--- src/rtl/axi4_lite_pkg.sv ---
// Shared types for the AXI4-Lite register responder: response codes and
// the write/read channel FSM state encodings.
package axi4_lite_pkg;

    typedef enum logic [1:0] {
        RESP_OKAY   = 2'b00,
        RESP_SLVERR = 2'b10
    } resp_t;

    typedef enum logic [1:0] {
        WR_IDLE,
        WR_COMMIT,
        WR_RESP
    } wr_state_t;

    typedef enum logic {
        RD_IDLE,
        RD_DATA
    } rd_state_t;

endpackage

--- src/rtl/axi4_lite_regfile.sv ---
// Word register file behind the AXI4-Lite responder: one synchronous write
// port, one combinational read port and a flat export of every register.
module axi4_lite_regfile #(
    parameter int DATA_WIDTH = 32,
    parameter int NUM_REGS   = 4,
    parameter int IDX_W      = 2
) (
    input  logic                           clk,
    input  logic                           rst_n,
    input  logic                           we,
    input  logic [IDX_W-1:0]               widx,
    input  logic [DATA_WIDTH-1:0]          wdata,
    input  logic [IDX_W-1:0]               ridx,
    output logic [DATA_WIDTH-1:0]          rdata,
    output logic [NUM_REGS*DATA_WIDTH-1:0] regs_o
);

    logic [DATA_WIDTH-1:0] mem [NUM_REGS];

    // Storage: cleared on reset, written at the selected index when we is high.
    // Indices with no matching register are simply not written.
    always_ff @(posedge clk or negedge rst_n) begin
        if (!rst_n) begin
            for (int k = 0; k < NUM_REGS; k++) begin
                mem[k] <= '0;
            end
        end else if (we) begin
            for (int k = 0; k < NUM_REGS; k++) begin
                if (widx == IDX_W'(k)) begin
                    mem[k] <= wdata;
                end
            end
        end
    end

    // Combinational read; an index with no register reads as zero.
    always_comb begin
        rdata = '0;
        for (int k = 0; k < NUM_REGS; k++) begin
            if (ridx == IDX_W'(k)) begin
                rdata = mem[k];
            end
        end
    end

    for (genvar g = 0; g < NUM_REGS; g++) begin : g_flat
        assign regs_o[g*DATA_WIDTH +: DATA_WIDTH] = mem[g];
    end

endmodule

--- src/rtl/axi4_lite_reg_slave.sv ---
// AXI4-Lite responder in front of a small register file. Write and read
// channels run as two independent FSMs; all handshake outputs are registered.
//
// state     | meaning
// ----------+---------------------------------------------------------------
// WR_IDLE   | collecting AW and W (any order); each READY drops after its beat
// WR_COMMIT | both beats held; register written and BVALID raised next edge
// WR_RESP   | BVALID/BRESP held until BREADY, then back to WR_IDLE
// RD_IDLE   | ARREADY high; AR handshake latches RDATA/RRESP and raises RVALID
// RD_DATA   | RVALID/RDATA/RRESP held until RREADY, then back to RD_IDLE
module axi4_lite_reg_slave
    import axi4_lite_pkg::*;
#(
    parameter int ADDR_WIDTH = 4,
    parameter int DATA_WIDTH = 32,
    parameter int NUM_REGS   = 4
) (
    input  logic                           ACLK,
    input  logic                           ARESETn,
    input  logic [ADDR_WIDTH-1:0]          AWADDR,
    input  logic                           AWVALID,
    output logic                           AWREADY,
    input  logic [DATA_WIDTH-1:0]          WDATA,
    input  logic                           WVALID,
    output logic                           WREADY,
    output logic [1:0]                     BRESP,
    output logic                           BVALID,
    input  logic                           BREADY,
    input  logic [ADDR_WIDTH-1:0]          ARADDR,
    input  logic                           ARVALID,
    output logic                           ARREADY,
    output logic [DATA_WIDTH-1:0]          RDATA,
    output logic [1:0]                     RRESP,
    output logic                           RVALID,
    input  logic                           RREADY,
    output logic [NUM_REGS*DATA_WIDTH-1:0] regs_o
);

    localparam int IDX_W = ADDR_WIDTH - 2;

    // True when the word index addresses an implemented register.
    function automatic logic idx_ok(input logic [IDX_W-1:0] idx);
        idx_ok = 1'b0;
        for (int k = 0; k < NUM_REGS; k++) begin
            if (idx == IDX_W'(k)) begin
                idx_ok = 1'b1;
            end
        end
    endfunction

    // Byte offset within a word has no meaning for word registers.
    logic unused_addr_lsbs;
    assign unused_addr_lsbs = ^{AWADDR[1:0], ARADDR[1:0]};

    wr_state_t             wr_state, wr_state_n;
    logic                  aw_done, aw_done_n;
    logic                  w_done, w_done_n;
    logic [IDX_W-1:0]      aw_idx, aw_idx_n;
    logic [DATA_WIDTH-1:0] w_data, w_data_n;
    logic                  awready, awready_n;
    logic                  wready, wready_n;
    logic                  bvalid, bvalid_n;
    resp_t                 bresp, bresp_n;

    rd_state_t             rd_state, rd_state_n;
    logic                  arready, arready_n;
    logic                  rvalid, rvalid_n;
    logic [DATA_WIDTH-1:0] rdata_q, rdata_n;
    resp_t                 rresp, rresp_n;

    logic                  rf_we;
    logic [IDX_W-1:0]      rf_ridx;
    logic [DATA_WIDTH-1:0] rf_rdata;

    logic aw_hs;
    logic w_hs;
    logic ar_hs;

    assign aw_hs   = AWVALID & awready;
    assign w_hs    = WVALID & wready;
    assign ar_hs   = ARVALID & arready;
    assign rf_ridx = ARADDR[ADDR_WIDTH-1:2];

    axi4_lite_regfile #(
        .DATA_WIDTH(DATA_WIDTH),
        .NUM_REGS  (NUM_REGS),
        .IDX_W     (IDX_W)
    ) u_regfile (
        .clk   (ACLK),
        .rst_n (ARESETn),
        .we    (rf_we),
        .widx  (aw_idx),
        .wdata (w_data),
        .ridx  (rf_ridx),
        .rdata (rf_rdata),
        .regs_o(regs_o)
    );

    // Write channel next-state: capture AW/W independently, commit, respond.
    always_comb begin
        wr_state_n = wr_state;
        aw_done_n  = aw_done;
        w_done_n   = w_done;
        aw_idx_n   = aw_idx;
        w_data_n   = w_data;
        awready_n  = awready;
        wready_n   = wready;
        bvalid_n   = bvalid;
        bresp_n    = bresp;
        rf_we      = 1'b0;
        case (wr_state)
            WR_IDLE: begin
                if (aw_hs) begin
                    aw_idx_n  = AWADDR[ADDR_WIDTH-1:2];
                    aw_done_n = 1'b1;
                end
                if (w_hs) begin
                    w_data_n = WDATA;
                    w_done_n = 1'b1;
                end
                // READY rises on the first edge after reset and stays up
                // until its own beat has been taken.
                awready_n = !aw_done_n;
                wready_n  = !w_done_n;
                if (aw_done_n && w_done_n) begin
                    wr_state_n = WR_COMMIT;
                    aw_done_n  = 1'b0;
                    w_done_n   = 1'b0;
                    awready_n  = 1'b0;
                    wready_n   = 1'b0;
                end
            end
            WR_COMMIT: begin
                rf_we      = idx_ok(aw_idx);
                bvalid_n   = 1'b1;
                bresp_n    = idx_ok(aw_idx) ? RESP_OKAY : RESP_SLVERR;
                wr_state_n = WR_RESP;
            end
            WR_RESP: begin
                if (BREADY) begin
                    bvalid_n   = 1'b0;
                    awready_n  = 1'b1;
                    wready_n   = 1'b1;
                    wr_state_n = WR_IDLE;
                end
            end
            default: begin
                wr_state_n = WR_IDLE;
            end
        endcase
    end

    // Write channel registers.
    always_ff @(posedge ACLK or negedge ARESETn) begin
        if (!ARESETn) begin
            wr_state <= WR_IDLE;
            aw_done  <= 1'b0;
            w_done   <= 1'b0;
            aw_idx   <= '0;
            w_data   <= '0;
            awready  <= 1'b0;
            wready   <= 1'b0;
            bvalid   <= 1'b0;
            bresp    <= RESP_OKAY;
        end else begin
            wr_state <= wr_state_n;
            aw_done  <= aw_done_n;
            w_done   <= w_done_n;
            aw_idx   <= aw_idx_n;
            w_data   <= w_data_n;
            awready  <= awready_n;
            wready   <= wready_n;
            bvalid   <= bvalid_n;
            bresp    <= bresp_n;
        end
    end

    // Read channel next-state. RDATA is taken from the regfile's current
    // contents, so a commit on the same edge is not visible to this read.
    always_comb begin
        rd_state_n = rd_state;
        arready_n  = arready;
        rvalid_n   = rvalid;
        rdata_n    = rdata_q;
        rresp_n    = rresp;
        case (rd_state)
            RD_IDLE: begin
                arready_n = 1'b1;
                if (ar_hs) begin
                    rdata_n    = idx_ok(rf_ridx) ? rf_rdata : '0;
                    rresp_n    = idx_ok(rf_ridx) ? RESP_OKAY : RESP_SLVERR;
                    rvalid_n   = 1'b1;
                    arready_n  = 1'b0;
                    rd_state_n = RD_DATA;
                end
            end
            RD_DATA: begin
                if (RREADY) begin
                    rvalid_n   = 1'b0;
                    arready_n  = 1'b1;
                    rd_state_n = RD_IDLE;
                end
            end
            default: begin
                rd_state_n = RD_IDLE;
            end
        endcase
    end

    // Read channel registers.
    always_ff @(posedge ACLK or negedge ARESETn) begin
        if (!ARESETn) begin
            rd_state <= RD_IDLE;
            arready  <= 1'b0;
            rvalid   <= 1'b0;
            rdata_q  <= '0;
            rresp    <= RESP_OKAY;
        end else begin
            rd_state <= rd_state_n;
            arready  <= arready_n;
            rvalid   <= rvalid_n;
            rdata_q  <= rdata_n;
            rresp    <= rresp_n;
        end
    end

    assign AWREADY = awready;
    assign WREADY  = wready;
    assign BVALID  = bvalid;
    assign BRESP   = bresp;
    assign ARREADY = arready;
    assign RVALID  = rvalid;
    assign RDATA   = rdata_q;
    assign RRESP   = rresp;

endmodule
--- config.mk ---
export PLATFORM = sky130hd
export DESIGN_NAME = axi4_lite_reg_slave
export DESIGN_NICKNAME = d
export VERILOG_FILES = /design/src/rtl/axi4_lite_pkg.sv /design/src/rtl/axi4_lite_regfile.sv /design/src/rtl/axi4_lite_reg_slave.sv
export SDC_FILE = /design/constraint.sdc
export NUM_CORES = 1
export LEC_CHECK = 0
export CAP_MARGIN = 5
export CELL_PAD_IN_SITES_DETAIL_PLACEMENT = 0
export CELL_PAD_IN_SITES_GLOBAL_PLACEMENT = 1
export CORE_ASPECT_RATIO = 1.5
export CORE_MARGIN = 3
export CORE_UTILIZATION = 30
export DETAILED_ROUTE_END_ITERATION = 7
export PLACE_DENSITY_LB_ADDON = 0.08
export SLEW_MARGIN = 15
export SYNTH_ARGS = -nofsm -noshare
export SYNTH_HDL_FRONTEND = slang
export SYNTH_SLANG_ARGS = --single-unit
--- constraint.sdc ---
create_clock -name ACLK -period 1.5 [get_ports ACLK]
set_input_delay 0.15 -clock ACLK [delete_from_list [all_inputs] [get_ports ACLK]]
set_output_delay 0.15 -clock ACLK [all_outputs]
set_load 0.02 [all_outputs]
==> Word-level counts from Yosys, hierarchy flattened <==
Cells that the tools add are included.
{ "totals": {"wordCells": 97, "reg_bits": 208} }
{ "op_classes": {"mux": 44, "n_bitwise": 4, "reduce_logical": 19, "n_eq_ne": 12} }
{ "ops": {"columns": ["cell", "count"], "rows": [
  ["$mux W32", 5],
  ["$mux W1", 28],
  ["$reduce_and A2 Y1", 11],
  ["$pmux W1 S2", 6],
  ["$eq A2 B2 Y1 const B", 5],
  ["$mux W2", 4],
  ["$ne A2 B2 Y1 const B", 4],
  ["$eq A2 B1 Y1 const B", 3],
  ["$logic_not A2 Y1", 3],
  ["$pmux W2 S3", 1],
  ["$reduce_bool A2 Y1", 2],
  ["$and A1 B1 Y1", 3],
  ["$logic_not A1 Y1", 2],
  ["$logic_and A1 B1 Y1", 1],
  ["$not A1 Y1", 1]
]} }

==> Logic depth before layout (Yosys ltp) <==
Gate-level depths: netlist of run 1.
{ "logic_depth": {"depth_word": 8, "depth_mapped": 5} }

==> Modules after synthesis <==
A second synthesis of run 1 with hierarchy kept.
{ "unflattened": {"cells_unflattened": 496, "area_unflattened_um2": 8439.3} }
{ "by_module_without_submodules": {"columns": ["mod", "cells_per_inst", "seq_area_each_um2", "n_inst", "area_each_um2"], "rows": [
  ["axi4_lite_regfile", 311, 3203.1, 1, 5501.5],
  ["axi4_lite_reg_slave", 185, 1951.9, 1, 2937.8]
]} }

==> Worst setup path after synthesis of run 1 <==
Ideal clock, no wire load.
{ "synth_path": {"kind": "register to register", "start": "register wr_state[1]", "end": "register u_regfile.mem (netlist bit u_regfile.regs_o[33])", "period_less_slack_ns": 1.595, "path_stages_with_launch": 6, "slack_ns": -0.095, "setup_time_ns": 0.125, "required_time_ns": 1.375, "arrival_ns": 1.470, "path_buffers": 2, "path_cell_list": "dfrtp_1 > buf_6 > nand2b_4 > nor3b_4 > buf_6 > mux2_2"} }
{ "synth_between": {"elab_chain_cells": 3} }
{ "synth_lines": {"columns": ["item", "line_no", "rtl"], "rows": [
  ["start, declared", "axi4_lite_reg_slave.sv:55", "wr_state_t wr_state, wr_state_n;"],
  ["start signal, assigned", "axi4_lite_reg_slave.sv:166", "wr_state <= wr_state_n;"],
  ["$eq A2 B1 Y1", "axi4_lite_reg_slave.sv:111", "case (wr_state)"],
  ["$mux W1", "axi4_lite_reg_slave.sv:111", null],
  ["$reduce_and A2 Y1 (no line)", null, null],
  ["end signal, assigned by index", "axi4_lite_regfile.sv:30", "mem[k] <= wdata;"],
  ["end, declared", "axi4_lite_regfile.sv:18", "logic [DATA_WIDTH-1:0] mem [NUM_REGS];"]
]} }
No other way between the ends.
A chain may end at the register's enable or synchronous reset.

==> Worst setup path in the final report of run 1 <==
{ "layout_path": {"start": "register wr_state[0]", "end": "register w_data[3]"} }
{ "layout_between": {"elab_chain_cells": 2} }
{ "layout_lines": {"columns": ["item", "line_no", "rtl"], "rows": [
  ["$logic_not A2 Y1", "axi4_lite_reg_slave.sv:111", null],
  ["$reduce_and A2 Y1 (no line)", null, null],
  ["end signal, assigned", "axi4_lite_reg_slave.sv:170", "w_data <= w_data_n;"],
  ["end, declared", "axi4_lite_reg_slave.sv:59", "logic [DATA_WIDTH-1:0] w_data, w_data_n;"]
]} }
No other way between the ends.

==> results of run 1 <==
state kept, by name (all words and copies together) (netlist names):
signal            cells
ARREADY               1
AWREADY               1
BRESP                 1
BVALID                1
RDATA                32
RRESP                 1
RVALID                1
WREADY                1
aw_done               1
aw_idx                2
rd_state              1
u_regfile.regs_o    128
w_data               32
w_done                1
wr_state              2
routing by layer:
metal,vias to the layer above,GRT usage [%]
met5,-,0
met4,2,4.03
met3,29,4.16
met2,181,30.3
met1,3053,21.5
li1,2578,-
logic make-up (layout without fill, tap and decap cells):
kind of cell,after synthesis,in the layout
compound gates,44,44
buf+inv,37,304
flops,206,206
mux,226,226
other cells,1,2
simple gates,54,54
area by class of cell:
type                    instances  area (µm²)  share of cell area, %
flip-flops and latches        206        5160                   41.2
clock buffers                  34         667                   5.33
inverters                       2        7.51                 0.0600
well taps                     342         428                   3.42
repair buffers                262        2730                   21.8
clock inverters                 6        58.8                  0.470
multi-input cells             326        3470                   27.7
where the power goes:
group / total (mW) / internal [mW] / switching (mW)
Clock: 5.44 / 3.24 / 2.20
Sequential: 10.6 / 8.19 / 2.37
Combinational: 12.8 / 6.47 / 6.28
Yosys cell counts (2+ instances only):
cell type / instances
inv_1: 2
mux2_2: 159
o21a_1: 2
mux2i_1: 64
nor2_1: 3
dfrtp_1: 206
o221ai_1: 32
mux2_1: 3
a21oi_1: 4
nor3b_4: 2
o21ai_0: 3
o32a_1: 2
buf_4: 12
nand2_1: 38
buf_6: 4
clkbuf_1: 9
and2_1: 2
buf_2: 10
repair_timing:
action                                  in CTS  in global routing
pin swaps                                    0                  1
cloned                                       3                  8
gates resized for setup                    209                 62
hold endpoints to repair                   206                  0
buffers inserted                             8                  4
endpoints found under the setup margin     317                149
hold buffers                                 1                  0
critical path, stage by stage (launching register included):
cell and delay [ns]:
dfrtp_1 0.40, buf_4 0.16, nor3_4 0.21, buf_12 0.17, clkbuf_16 0.17, mux2_2 0.33
final timing paths:
kind	from	endpoint	slack (ns)	depth (start not counted)
max in group asynchronous	ARESETn	u_regfile.regs_o[57]$_DFFE_PN0P_	0.71	3
worst min register to register	RDATA[9]$_DFFE_PN0P_	RDATA[9]$_DFFE_PN0P_	0.48	2
worst max-delay path	wr_state[0]$_DFFE_PN0P_	w_data[3]$_DFFE_PN0P_	-0.07	5
min in group ACLK	WDATA[0]	w_data[0]$_DFFE_PN0P_	0.26	2
worst max register to register	wr_state[0]$_DFFE_PN0P_	w_data[3]$_DFFE_PN0P_	-0.07	5
worst min-delay path	ARESETn	u_regfile.regs_o[3]$_DFFE_PN0P_	0.17	2
metrics by stage:
stage          utilization, %  TNS, ns
2_1_floorplan               -    -5.37
3_3_place_gp             40.9   -11.17
3_5_place_dp             40.9   -12.29
4_1_cts                  43.9    -4.23
5_1_grt                  45.4    -9.16
6_report                 45.4    -3.54
==> run summary, run 1 <==
Hold Slack -> 0.166 ns
gpl congestion -> 0.753
clock latency at the later pin of the worst-skew pair -> 0.50 ns
status -> finished, violations left
post-synth top area share -> 60.7%
n_diodes -> 0
buffers added on ports -> 209
Die W -> 143 µm
synth warn -> 0
Peak VDD IR -> 1.01 mV
first-pass GRT wire length -> 40.4 mm
Final Hold Violating Endpoints -> 0
CTS Sinks -> 206
Num CTS Buffers -> 22
final wirelength -> 27.9 mm
I/O pins -> 216
Setup-failing EPs final -> 107
final worst slack -> -0.0678 ns
clk slew on worst S/H paths -> 0.06 ns
initial antenna violation count -> 1
CORE AREA -> 0.0276 mm²
largest net degree at the start of global routing -> 49
commonest cells after routing, fill and taps aside -> dfrtp_1, dlygate4sd2_1, mux2_4, mux2_2, mux2i_1
most common cell after layout, fill and taps aside -> dfrtp_1
CP Launch Type -> flip-flop
DR WL/cell -> 23.7 µm
total power -> 28.8 mW
worst hold path type -> in -> async
largest cells by area after synthesis -> dfrtp_1, mux2_2, mux2i_1
Post-Place Cells -> 1,116
Synth Instances -> 568
metal2 WL -> 14.2 mm
FP Rows -> 74
Cell Area, Synth -> 0.00849 mm²
DR iter-0 viols -> 226
share of layout cells above drive strength 1 -> 30.7%
largest area contributor in the netlist -> dfrtp_1
arrival time at the worst endpoint -> 1.95 ns
failing checks -> setup timing
leak pwr -> 6.02 nW
vias -> 5,843
total track usage -> 17.3%
final period utilization -> 105%
GRT Residual Overflow -> 0
Die H -> 212 µm
post-synthesis mux area share -> 29.0%
Final Instance Count excl. Fillers -> 1,178
post-synth cell types -> 29
metal3 WL -> 1.78 mm
CTS root buf -> clkbuf_16
simple-gate share of the synthesized area -> 3.33%
post-route ant nets -> 0
Setup CP Type -> reg -> reg
Post-synth EDFFs -> 0
top_reg_cell synth -> dfrtp_1
First-pass DRT Iterations -> 4
remaining routing DRC violations -> 0
HPWL after DPL -> 17.3 mm
RSZ-0062 raised after global routing -> true
register area share after synthesis -> 60.7%
Period minus WS final -> 1.57 ns
mean area per synthesized cell -> 15.0 µm²
power per cell area -> 2300 mW/mm²
Max Cap Viol -> 0
Synth Area in Adders -> 0%
fill count -> 2,551
TritonCTS clock tree -> built
post-synthesis compound-gate area fraction -> 4.23%
clk_skew -> 0.0159 ns
effective utilization at floorplan -> 30.8%
M1 WL -> 11.4 mm
CTS H-tree depth -> 1
Area growth, synth to finish -> 47.4%
Fmax -> 638 MHz
Synth Area in XOR/XNOR -> 0%
largest family of logic cells by synthesized area -> multiplexers
Yosys reg bits -> 206
Critical Path Fanout Max -> 8
clk buf depth -> 3
number of max-slew violations in the final report -> 0
DR top layer -> met5
CP endpoint kind -> flip-flop
full die area -> 0.0304 mm²
Finished Cell Area -> 0.0125 mm²
Worst EP required -> 1.88 ns
Post-DP Area -> 0.0113 mm²
Layout Nets -> 867
pre-CTS setup slack -> -0.201 ns
number of global-route vias before repair -> 6,381
Synth async-reset ratio -> 100%
drt via density -> 4.96
Note: power is estimated with default switching activity, not from simulation.
==> run 2: changes to the inputs <==
--- a/config.mk
+++ b/config.mk
@@ -13,7 +13,6 @@
 export CORE_UTILIZATION = 30
 export DETAILED_ROUTE_END_ITERATION = 7
 export PLACE_DENSITY_LB_ADDON = 0.08
-export SLEW_MARGIN = 15
 export SYNTH_ARGS = -nofsm -noshare
 export SYNTH_HDL_FRONTEND = slang
 export SYNTH_SLANG_ARGS = --single-unit
==> constraint.sdc (replaced) <==
create_clock -name ACLK -period 2 [get_ports ACLK]
set_input_delay 0.2 -clock ACLK [delete_from_list [all_inputs] [get_ports ACLK]]
set_output_delay 0.2 -clock ACLK [all_outputs]
set_load 0.02 [all_outputs]
==> run 2 against run 1 <==
Net effect: the flow now finishes without violations; cell area decreased by 5.4%; global-route usage fell by 1.0 points; clock skew is 0.00094 ns lower; setup slack improved by 0.29 ns; final cell count decreased by 2.4%; critical path type is now reg -> out; die area did not move; combinational power shrank 27%; via count decreased by 4.1%; critical path depth shrank 4; non-clock buffer count is 26 lower; routed wire length shrank 9.9%; power shrank 27%.
==> run summary, run 2 (same netlist as run 1, synthesis figures left out) <==
fill count -> 2,549 (-0.078%)
CORE AREA -> 0.0276 mm² (unchanged)
Die W -> 143 µm (unchanged)
final period utilization -> 89.0%
final wirelength -> 25.1 mm (-9.9%)
leak pwr -> 5.10 nW (-15%)
I/O pins -> 216 (unchanged)
family with the most delay on the worst path -> buffers and inverters
Post-CTS Setup Repair Bufs -> 0 (-8)
buffers added on ports -> 209 (unchanged)
DR iter-0 viols -> 208 (-8.0%)
RSZ-0062 raised after global routing -> false
Max Cap Viol -> 0 (unchanged)
worst hold path type -> in -> reg
Peak VDD IR -> 0.802 mV (-21%)
Combinational Power Share -> 44.7% (+0.3 points)
Die H -> 212 µm (unchanged)
HPWL after DPL -> 16.8 mm (-3.0%)
effective utilization at floorplan -> 30.8% (unchanged)
remaining routing DRC violations -> 0 (unchanged)
CP bufs+invs -> 1 (-2)
arrival time at the worst endpoint -> 1.58 ns (-0.37 ns)
initial antenna violation count -> 2 (+1)
pre-CTS setup slack -> 0.216 ns (+0.417 ns)
Post-CTS Hold Fix Bufs -> 1 (unchanged)
switching part of the total -> 37.0% (-0.78 points)
most common cell after layout, fill and taps aside -> clkdlybuf4s50_1
clk buf depth -> 3 (unchanged)
Layout Nets -> 841 (-3.0%)
actual slew at the worst max-slew pin -> 0.593 ns
gpl congestion -> 0.753 (unchanged)
GRT Residual Overflow -> 0 (unchanged)
Area growth, synth to finish -> 39.5%
DR WL/cell -> 21.8 µm (-7.7%)
min-delay src -> ARADDR[2]
CP endpoint kind -> output port
number of flip-flops in the largest register -> 128 (unchanged)
CTS root buf -> clkbuf_16
PostCTS Resize Cnt -> 0 (-100%)
final worst slack -> 0.221 ns (+0.289 ns)
setup TNS -> 0 ns (+3.54 ns)
Final Hold Violating Endpoints -> 0 (unchanged)
full die area -> 0.0304 mm² (unchanged)
Sequential Power Share -> 37.6% (+0.9 points)
drt via density -> 4.87 (-1.8%)
TritonCTS clock tree -> built
Setup CP Type -> reg -> out
Critical Path, Cell by Cell -> clkdlybuf4s50_1
status -> completed
Setup-failing EPs final -> 0 (-100%)
post-route ant nets -> 0 (unchanged)
share of layout cells above drive strength 1 -> 27.4% (-3.4 points)
Worst EP required -> 1.80 ns (-0.08 ns)
largest net degree at the start of global routing -> 67 (+37%)
CP Launch Point -> ARREADY$_DFFE_PN0P_
number of global-route vias before repair -> 6,153 (-3.6%)
CP Launch Type -> flip-flop
commonest cells after routing, fill and taps aside -> clkdlybuf4s50_1, dfrtp_1, mux2_2, mux2i_1, nand2_1
Net Switching -> 7.73 mW (-29%)
clock latency at the later pin of the worst-skew pair -> 0.51 ns (about the same)
Num CTS Buffers -> 22 (unchanged)
Slew HR -> 60.5%
first-pass GRT wire length -> 38.1 mm (-5.5%)
CTS Sinks -> 206 (unchanged)
CP max stage cell -> clkdlybuf4s50_1
Hold Slack -> 0.257 ns (+0.0905 ns)
total internal power -> 13.2 mW (-26%)
Fmax -> 562 MHz
FP Rows -> 74 (unchanged)
vias -> 5,603 (-4.1%)
number of max-slew violations in the final report -> 0 (unchanged)
worst r2r src -> wr_state[0]$_DFFE_PN0P_
CTS H-tree depth -> 1 (unchanged)
power share of the clock group -> 17.8% (-1.1 points)
power per cell area -> 1760 mW/mm² (-23%)
clk slew on worst S/H paths -> 0.06 ns (about the same)
total track usage -> 16.3% (-1.0 points)
First-pass DRT Iterations -> 4 (unchanged)
Period minus WS final -> 1.78 ns
Crit path largest cell delay -> 0.64 ns (+0.24 ns)
clk_skew -> 0.0150 ns (-0.000941 ns)
Critical Path Fanout Max -> 5 (-3)
## run 2: cell count changes in the layout (fill, tap and decap cells not counted), moves of 2 or more
cell	before	now
buf_12	21	15
clkbuf_1	6	9
buf_6	4	0
dlygate4sd2_1	166	0
buf_4	18	12
mux2_1	1	3
clkdlybuf4s50_1	40	207
clkbuf_16	31	22
mux2_2	72	159
clkbuf_8	6	3
mux2_4	89	0
## run 2: power by group through the flow
| stage | clock, mW | combinational [mW] | sequential (mW) |
|---|---|---|---|
| detailed placement | 0 | 9.47 | 7.94 |
| global placement | 0 | 9.35 | 7.80 |
| floorplan | 0 | 3.15 | 9.37 |
| global route | 4.04 | 9.93 | 8.19 |
| finish | 3.71 | 9.34 | 7.86 |
| CTS | 3.89 | 9.50 | 7.88 |
## run 2: through the flow
stage / power, mW / area [µm²] / cells / utilization, %
after CTS: 21.3 / 11800 / 1149 / 42.9
after floorplan: 12.5 / 8500 / 569 / -
final: 20.9 / 11800 / 1150 / 42.9
after global routing: 22.2 / 11800 / 1150 / 42.9
after detailed placement: 17.4 / 11200 / 1111 / 40.6
after global placement: 17.2 / 11200 / 1111 / 40.6
## run 2: final timing paths
kind / end / slack (ns) / cells after the start
min: RDATA[7]$_DFFE_PN0P_ / 0.26 / 3
min in group asynchronous: u_regfile.regs_o[36]$_DFFE_PN0P_ / 0.27 / 2
max: ARREADY / 0.22 / 1
max in group asynchronous: RDATA[23]$_DFFE_PN0P_ / 1.07 / 3
min reg2reg: RDATA[12]$_DFFE_PN0P_ / 0.49 / 2
max reg2reg: u_regfile.regs_o[111]$_DFFE_PN0P_ / 0.39 / 4
## run 2: layer usage
layer	track usage [%]	up-vias	part of all wire [%]
met5	0	-	0.052
met4	4.32	2	1.7
met3	4.57	30	7.1
met2	28.4	161	51
met1	19.7	2888	40
li1	-	2522	-
## run 2: layout make-up
| class | count | area, µm² | share of cell area, % |
|---|---|---|---|
| multi-input combinational | 326 | 3130 | 26.4 |
| clock buffer | 33 | 612 | 5.16 |
| inverter | 2 | 7.51 | 0.0634 |
| timing repair buffer | 236 | 2490 | 21.0 |
| antenna | 1 | 2.50 | 0.0211 |
| tap | 342 | 428 | 3.61 |
| clock inverter | 4 | 31.3 | 0.264 |
| sequential | 206 | 5150 | 43.5 |
==> run 3: changes to the inputs <==
--- a/config.mk
+++ b/config.mk
@@ -11,6 +11,7 @@
 export CORE_ASPECT_RATIO = 1.5
 export CORE_MARGIN = 3
 export CORE_UTILIZATION = 30
+export CTS_BUF_LIST = sky130_fd_sc_hd__clkbuf_2
 export DETAILED_ROUTE_END_ITERATION = 7
 export PLACE_DENSITY_LB_ADDON = 0.08
 export SYNTH_ARGS = -nofsm -noshare
==> run 3 against run 2 <==
Net effect: final cell count is 8.0% higher; power shrank 10%; clock power decreased by 27%; core utilization shrank 0.10 points; first-iteration DRC count fell by 11%; clock-buffer cell count is 43 higher; non-clock buffer count rose by 39; flip-flop and latch count is the same; die area unchanged; maximum frequency fell by 2.2%; critical path depth is the same.
==> run summary, run 3 (same netlist as run 1, synthesis figures left out) <==
Worst EP required -> 1.80 ns (about the same)
Area growth, synth to finish -> 39.2%
clock latency at the later pin of the worst-skew pair -> 0.83 ns (+0.32 ns)
number of max-slew violations in the final report -> 0 (unchanged)
Critical Path Fanout Max -> 3 (-2)
HPWL after DPL -> 16.8 mm (unchanged)
clk_skew -> 0.0574 ns (+0.0424 ns)
utilization after layout -> 42.8% (-0.10 points)
Die W -> 143 µm (unchanged)
DR iter-0 viols -> 185 (-11%)
Slew HR -> 60.3% (-0.18 points)
gpl congestion -> 0.753 (unchanged)
Num CTS Buffers -> 51 (+130%)
setup TNS -> 0 ns (unchanged)
remaining routing DRC violations -> 0 (unchanged)
CP endpoint kind -> output port
initial antenna violation count -> 1 (-1)
final period utilization -> 91.0% (+2.0 points)
status -> completed
Setup-failing EPs final -> 0 (unchanged)
M1 WL -> 10.2 mm (+1.3%)
Finished Cell Area -> 0.0118 mm² (-0.24%)
final wirelength -> 25.7 mm (+2.2%)
CTS root buf -> clkbuf_2
clk slew on worst S/H paths -> 0.10 ns (+0.04 ns)
clk buf depth -> 3 (unchanged)
Fmax -> 550 MHz (-2.2%)
drt via density -> 4.79 (-1.7%)
Critical Path, Cell by Cell -> dlygate4sd2_1
Hold Slack -> 0.187 ns (-0.0700 ns)
Setup CP Type -> reg -> out
Post-CTS Setup Repair Bufs -> 0 (unchanged)
post-route ant nets -> 0 (unchanged)
family with the most delay on the worst path -> flip-flops
Die H -> 212 µm (unchanged)
I/O pins -> 216 (unchanged)
Layout Nets -> 909 (+8.1%)
Post-DP Area -> 0.0112 mm² (unchanged)
leak pwr -> 5.70 nW (+12%)
buffers added on ports -> 209 (unchanged)
full die area -> 0.0304 mm² (unchanged)
CORE AREA -> 0.0276 mm² (unchanged)
CP Launch Type -> flip-flop
metal2 WL -> 13.0 mm (+1.3%)
reg2reg setup slack -> 0.36 ns (-0.03 ns)
effective utilization at floorplan -> 30.8% (unchanged)
GRT Residual Overflow -> 0 (unchanged)
number of global-route vias before repair -> 6,572 (+6.8%)
TritonCTS clock tree -> built
CTS Sinks -> 206 (unchanged)
DR WL/cell -> 20.7 µm (-5.4%)
metal3 WL -> 1.90 mm (+5.9%)
vias -> 5,947 (+6.1%)
first-pass GRT wire length -> 39.1 mm (+2.6%)
First-pass DRT Iterations -> 4 (unchanged)
Final Hold Violating Endpoints -> 0 (unchanged)
arrival time at the worst endpoint -> 1.62 ns (+0.04 ns)
CP max stage cell -> dfrtp_1
power per cell area -> 1590 mW/mm² (-9.9%)
largest net degree at the start of global routing -> 67 (unchanged)
commonest cells after routing, fill and taps aside -> dfrtp_1, dlygate4sd2_1, mux2_2, clkbuf_2, mux2i_1
worst hold path type -> in -> reg
RSZ-0062 raised after global routing -> false
CP bufs+invs -> 1 (unchanged)
total track usage -> 16.8% (+0.51 points)
FP Rows -> 74 (unchanged)
share of layout cells above drive strength 1 -> 30.4% (+3.0 points)
actual slew at the worst max-slew pin -> 0.596 ns (+0.00271 ns)
number of flip-flops in the largest register -> 128 (unchanged)
Peak VDD IR -> 0.763 mV (-4.9%)
DR top layer -> met4
Max Cap Viol -> 0 (unchanged)
CTS H-tree depth -> 2 (+1)
most common cell after layout, fill and taps aside -> dfrtp_1
Period minus WS final -> 1.82 ns (+0.0403 ns)
Crit path largest cell delay -> 0.40 ns (-0.24 ns)
## run 3: report_power, final
group	internal, mW	total, mW	leakage (nW)	switching, mW
combinational	3.88	8.31	2.81	4.43
clock	1.01	2.69	0.346	1.68
sequential	6.12	7.78	2.54	1.66
total	11.0	18.8	5.70	7.77
## run 3: cell type report
class	instances	area (µm²)
flip-flops and latches	206	5150
clock inverters	13	50.0
clock buffers	76	380
repair buffers	275	2670
inverters	2	7.51
fillers	2670	15800
diodes	2	5.00
well taps	342	428
multi-input cells	326	3130
## run 3: final timing paths
| check | from | cells after the start | endpoint |
|---|---|---|---|
| setup / recovery | u_regfile.regs_o[62]$_DFFE_PN0P_ | 1 | regs_o[62] |
| hold / removal | WVALID | 4 | wr_state[0]$_DFFE_PN0P_ |
| setup reg to reg | wr_state[0]$_DFFE_PN0P_ | 4 | w_data[10]$_DFFE_PN0P_ |
| hold reg to reg | RVALID$_DFFE_PN0P_ | 2 | RVALID$_DFFE_PN0P_ |
| max in group asynchronous | ARESETn | 4 | u_regfile.regs_o[74]$_DFFE_PN0P_ |
| min in group asynchronous | ARESETn | 3 | u_regfile.regs_o[92]$_DFFE_PN0P_ |
## run 3: metal layers
layer  vias to the layer above  global-route usage, %
li1                       2698                      -
met1                      3012                   19.6
met2                       195                   28.9
met3                        42                   5.36
met4                         0                   5.95
met5                         -                      0
## run 3: repair_timing
action / in CTS / in global routing
hold buffers: 40 / 0
hold endpoints to repair: 253 / 0
resized for setup: 167 / 0
endpoints found under the setup margin: 167 / 0
## run 3: metrics by stage
stage,power (mW),worst slack (ns),cells
finish,18.8,0.181,1242
global route,20.1,0.0207,1242
CTS,19.2,0.0269,1240
detailed placement,17.4,0.216,1111
global placement,17.2,0.251,1111
floorplan,12.5,0.405,569
